==> config.mk <==
export PLATFORM = sky130hd
export DESIGN_NAME = icache_refill_ctrl
export DESIGN_NICKNAME = d
export VERILOG_FILES = /design/src/rtl/icache_refill_ctrl.sv
export SDC_FILE = /design/constraint.sdc
export NUM_CORES = 1
export LEC_CHECK = 0
export ABC_AREA = 0
export CORE_AREA = 2 2 318 320
export DETAILED_ROUTE_END_ITERATION = 12
export DIE_AREA = 0 0 320 322
export MAX_ROUTING_LAYER = met4
export PLACE_DENSITY = 0.35
export RECOVER_POWER = 50
export SLEW_MARGIN = 30
export SYNTH_ARGS = -nofsm -noshare
export SYNTH_HDL_FRONTEND = slang
export SYNTH_SLANG_ARGS = --single-unit
==> constraint.sdc <==
create_clock -name CLK -period 1.9 [get_ports CLK]
set_clock_uncertainty 0.1 [all_clocks]
set_input_delay 0.38 -clock CLK [delete_from_list [all_inputs] [get_ports CLK]]
set_output_delay 0.38 -clock CLK [all_outputs]
set_load 0.01 [all_outputs]
==> src/rtl/icache_refill_ctrl.sv <==
// Single-outstanding icache miss/refill sequencer: one 32B L2 read per miss, then a tag/data write.
// Define ICACHE_REFILL_FWD_EN to forward the critical 16B chunk to fetch in the WRITE cycle.
module icache_refill_ctrl #(
    parameter int PA29_WIDTH  = 29,
    parameter int INDEX_WIDTH = 7,
    parameter int TAG_WIDTH   = 22,
    parameter int BLOCK_BITS  = 256,
    parameter int FETCH_BITS  = 128
) (
    input  logic                   CLK,
    input  logic                   nRST,
    input  logic                   miss_valid,
    output logic                   miss_ready,
    input  logic [PA29_WIDTH-1:0]  miss_PA29,
    input  logic                   miss_way,
    input  logic                   miss_fetch_offset,
    input  logic                   cancel,
    output logic                   l2_req_valid,
    input  logic                   l2_req_ready,
    output logic [PA29_WIDTH-1:0]  l2_req_PA29,
    input  logic                   l2_resp_valid,
    input  logic [PA29_WIDTH-1:0]  l2_resp_PA29,
    input  logic [BLOCK_BITS-1:0]  l2_resp_data,
    output logic                   tag_write_valid,
    output logic [INDEX_WIDTH-1:0] tag_write_index,
    output logic                   tag_write_way,
    output logic [TAG_WIDTH-1:0]   tag_write_tag,
    output logic                   data_write_valid,
    output logic [INDEX_WIDTH-1:0] data_write_index,
    output logic                   data_write_way,
    output logic [BLOCK_BITS-1:0]  data_write_data,
    output logic                   fill_done_valid,
    output logic [PA29_WIDTH-1:0]  fill_done_PA29,
    output logic                   fwd_valid,
    output logic [FETCH_BITS-1:0]  fwd_data,
    output logic                   busy
);
    typedef enum logic [1:0] {IDLE, REQ, WAIT, WRITE} state_t;

    state_t                 state;
    logic [PA29_WIDTH-1:0]  pa_q;
    logic                   way_q;
    logic                   off_q;
    logic                   cancelled_q;
    logic [BLOCK_BITS-1:0]  data_q;

    always_ff @(posedge CLK) begin
        if (!nRST) begin
            state       <= IDLE;
            pa_q        <= '0;
            way_q       <= 1'b0;
            off_q       <= 1'b0;
            cancelled_q <= 1'b0;
            data_q      <= '0;
        end else begin
            case (state)
                IDLE: if (miss_valid) begin
                    pa_q        <= miss_PA29;
                    way_q       <= miss_way;
                    off_q       <= miss_fetch_offset;
                    cancelled_q <= 1'b0;
                    state       <= REQ;
                end
                REQ: begin
                    // Once the request has been handed off, the response must still be drained.
                    if (l2_req_ready) begin
                        state <= WAIT;
                        if (cancel) cancelled_q <= 1'b1;
                    end else if (cancel) begin
                        state <= IDLE;
                    end
                end
                WAIT: begin
                    if (cancel) cancelled_q <= 1'b1;
                    if (l2_resp_valid && l2_resp_PA29 == pa_q) begin
                        data_q <= l2_resp_data;
                        state  <= WRITE;
                    end
                end
                WRITE:   state <= IDLE;
                default: state <= IDLE;
            endcase
        end
    end

    assign miss_ready       = (state == IDLE);
    assign busy             = (state != IDLE);
    assign l2_req_valid     = (state == REQ);
    assign l2_req_PA29      = pa_q;

    // Arrays are filled even for a cancelled miss; the block is still useful.
    assign tag_write_valid  = (state == WRITE);
    assign tag_write_index  = pa_q[INDEX_WIDTH-1:0];
    assign tag_write_way    = way_q;
    assign tag_write_tag    = pa_q[PA29_WIDTH-1:INDEX_WIDTH];
    assign data_write_valid = (state == WRITE);
    assign data_write_index = pa_q[INDEX_WIDTH-1:0];
    assign data_write_way   = way_q;
    assign data_write_data  = data_q;
    assign fill_done_valid  = (state == WRITE) && !cancelled_q && !cancel;
    assign fill_done_PA29   = pa_q;

`ifdef ICACHE_REFILL_FWD_EN
    assign fwd_valid = fill_done_valid;
    assign fwd_data  = off_q ? data_q[FETCH_BITS +: FETCH_BITS] : data_q[FETCH_BITS-1:0];
`else
    logic unused_off;
    assign unused_off = off_q;
    assign fwd_valid  = 1'b0;
    assign fwd_data   = '0;
`endif
endmodule

==> qor.yml <==
total_power_w: 0.0164
max_cap_violations: 0
clockRootBuffer: "clkbuf_16"
core-area_um2: 99600
avgViaCountPerCell: 3.47
dp_hpwl_um: 44200
slowest_stage: "dfxtp_2"
p_leak_nw: 9.13
synth_area_um2: 12600
internal-power_w: 0.0124
io_pins: 809
ant_nets: 0
cp-end-kind: "register"
cp.arrival_ns: 2.77
drt-total-wl_um: 63800
max_freq_mhz: 421
area_delta_synth_final_pct: 93.4
track_usage: 0.109
cts.sinks: 289
detailedRoute.firstIterationViolations: 409
via_count: 12400
seqPwrFrac: 0.377
slew_viol_final: 0
avgRoutedWirePerCell_um: 17.9
fin_nets: 2555
setup_viol_count_final: 617
max-vdd-ir-drop_uv: 540
grt_pass1_vias: 12400
fin_crit_sh: 1.25
max_stage_delay_ns: 0.33
syn-instance-count: 1509
overflow: 0
antenna_found_initial: 5
start_util: 0.127
worst-r2r-cell-count: 10
clk_latency_ns: 0.58
synth_cell_type_count: 26
violations: "negative setup slack"
yosysWarningCount: 0
gp_congestion: 0.830
netSwitchingFraction: 0.246
grt_pass1_wl_um: 81100
htreeDepth: 2
relSlewSlack: 0.602
r2r_end: "data_write_data[91]"
min-delay-path-class: "in -> reg"
die-height_um: 322
die-area_um2: 103000
hold_viol_final: 0
cts_hold_buf: 0
drtPass1Iterations: 4
synth_seq_cells: 289
r2r_slack_ns: -0.48
status: "finished with violations"
drcViolationCount: 0
cts_inserted_buffers: 40
start_kind: "register"
powerDensity_nw_per_um2: 671
dp_cells: 3430
die_w_um: 320
period_needed_ns: 2.38
crit_fanout: 8
pwr-share-clk: 0.495
rr_startpoint: "fill_done_PA29[4]"
crit_required_ns: 2.30
worst_slack_ns: -0.476
rows: 116
rsz0062_at_grt: "true"
seq_area_frac_synth: 0.458
holdWs_ns: 0.0791
crit_start: "fill_done_PA29[4]"
avgSynthCellArea_um2: 8.38
cts_tree: "done"
worstSetupPathType: "reg -> reg"
portBuffers: 678
fin_cells: 3561
endpoint: "data_write_data[91]"
clock_path_buffers: 3
combinationalPowerShare: 0.128
worst_pin_slew_ns: 0.596
path_cells: "xnor2_2, nand4_1, nor4_2, buf_4, and3_4, buf_12, buf_16, clkbuf_16, nand2_1, a21boi_1"
drive_gt1_frac: 0.215
cts.clk_slew.worst_paths_ns: 0.06
switchingPower_w: 0.00404
grt_max_degree: 79
[final cells by class]
type / count / area [um2]
timing repair buffer: 841 / 9150
clock buffer: 58 / 1190
tap: 1298 / 1620
antenna: 5 / 12.5
multi-input combinational: 1054 / 6450
fill: 10800 / 75100
sequential: 289 / 5810
clock inverter: 13 / 203
inverter: 3 / 13.8
[metal layers]
metal  track usage  share of wire  wire length, um  up-vias
li1              -              -                -     5977
met1         0.114           0.39            24600     5823
met2         0.192           0.51            32400      482
met3        0.0373          0.077             4900       91
met4        0.0388          0.030             1890        0
met5             -              0                0        -
[placed cells by master (no fill, tap or decap), types with 2 or more instances in the layout]
| master | instances |
|---|---|
| nand2_1 | 412 |
| bufinv_16 | 5 |
| clkbuf_8 | 10 |
| clkdlybuf4s50_1 | 669 |
| nand2_2 | 88 |
| a21boi_2 | 58 |
| nor2b_1 | 2 |
| nor3_1 | 3 |
| dfxtp_2 | 12 |
| buf_16 | 6 |
| clkbuf_16 | 66 |
| inv_6 | 2 |
| clkbuf_1 | 7 |
| dlygate4sd2_1 | 2 |
| a21boi_1 | 197 |
| clkinvlp_4 | 2 |
| dfxtp_4 | 2 |
| dlymetal6s2s_1 | 2 |
| xnor2_4 | 3 |
| buf_6 | 17 |
| dfxtp_1 | 275 |
| buf_8 | 18 |
| nor4_2 | 2 |
| xnor2_2 | 5 |
| ha_4 | 2 |
| clkinv_2 | 4 |
| a21boi_0 | 31 |
| buf_4 | 67 |
| a21oi_1 | 3 |
| nand2_4 | 77 |
| conb_1 | 129 |
| nor2_1 | 3 |
| xnor2_1 | 21 |
| diode_2 | 5 |
| buf_12 | 32 |
| ha_1 | 2 |
| nand4_1 | 7 |
[worst max-delay path: cells and delay by family (launching register included)]
kind,cells,cell delay (ns)
AND/OR/NAND/NOR,4,0.80
AO/OA/AOI/OAI,1,0.11
XOR/XNOR,1,0.21
flip-flops,1,0.33
buffers and inverters,4,0.69
[power groups by stage]
stage	combinational, W	sequential, W	clock (W)
after CTS	0.00206	0.00618	0.00852
final	0.00211	0.00618	0.00812
after global placement	0.00203	0.00630	0
after detailed placement	0.00203	0.00630	0
after global routing	0.00224	0.00619	0.00871
after floorplan	0.000886	0.00635	0
[worst min-delay path by stage]
stage                               startpoint                    to  slack [ns]  cells past startpoint
after global routing                      nRST    fill_done_PA29[15]        0.05                      2
after floorplan                    cancelled_q           cancelled_q        0.34                      2
after global placement    data_write_data[144]  data_write_data[144]        0.34                      2
after detailed placement  data_write_data[108]  data_write_data[108]        0.34                      2
after CTS                                 nRST    fill_done_PA29[16]        0.03                      2
final                                     nRST    fill_done_PA29[16]        0.08                      2
[state kept, by name, summed over array words and instances, names as in the netlist, named ones only]
name / flops
fill_done_PA29: 29
state: 1
data_write_data: 256
data_write_way: 1
cancelled_q: 1
[metrics by stage]
| stage | utilization | setup TNS [ns] | setup slack (ns) | cell area [um2] |
|---|---|---|---|---|
| global placement | 0.207 | -271.73 | -1.12 | 20600 |
| floorplan | - | -0.00892 | -0.000232 | 13100 |
| global route | 0.246 | -185.58 | -0.551 | 24500 |
| detailed placement | 0.207 | -274.52 | -1.15 | 20600 |
| CTS | 0.223 | -152.14 | -0.421 | 22200 |
| finish | 0.246 | -130.68 | -0.476 | 24500 |
[cells by family (layout without fill, tap and decap cells)]
| kind of cell | count (synthesis) | count (layout) | synth area share |
|---|---|---|---|
| other cells | 1 | 134 | 0.000297 |
| xor+xnor | 29 | 29 | 0.0201 |
| buf+inv | 294 | 915 | 0.162 |
| compound gates | 293 | 293 | 0.174 |
| flops | 289 | 289 | 0.458 |
| fa+ha+maj | 4 | 4 | 0.00396 |
| simple gates | 599 | 599 | 0.182 |
[what timing repair did]
item                       4_1_cts  5_1_grt
gates resized for setup         58      388
pin swaps                       39      309
cloned                           1       37
buffers inserted                 3       18
setup endpoints to repair      616      616
[synthesized netlist by cell type]
master | n | share of area
a211o_1 | 1 | 0.00069
a21boi_0 | 46 | 0.027
a21boi_1 | 240 | 0.14
a21oi_1 | 3 | 0.0012
and2_1 | 1 | 0.00050
and3_1 | 2 | 0.00099
buf_2 | 1 | 0.00040
buf_4 | 197 | 0.12
buf_6 | 27 | 0.024
clkbuf_1 | 66 | 0.020
conb_1 | 1 | 0.00030
dfxtp_1 | 289 | 0.46
ha_1 | 4 | 0.0040
inv_1 | 3 | 0.00089
nand2_1 | 577 | 0.17
nand3_1 | 1 | 0.00040
nand4_1 | 7 | 0.0035
nor2_1 | 3 | 0.00089
nor2b_1 | 2 | 0.00099
nor3_1 | 3 | 0.0012
nor3b_1 | 1 | 0.00059
nor4_2 | 2 | 0.0020
o31ai_1 | 1 | 0.00059
o41a_1 | 1 | 0.00089
o41ai_1 | 1 | 0.00069
xnor2_1 | 29 | 0.020
No activity file was read; power rests on OpenSTA's default activity.
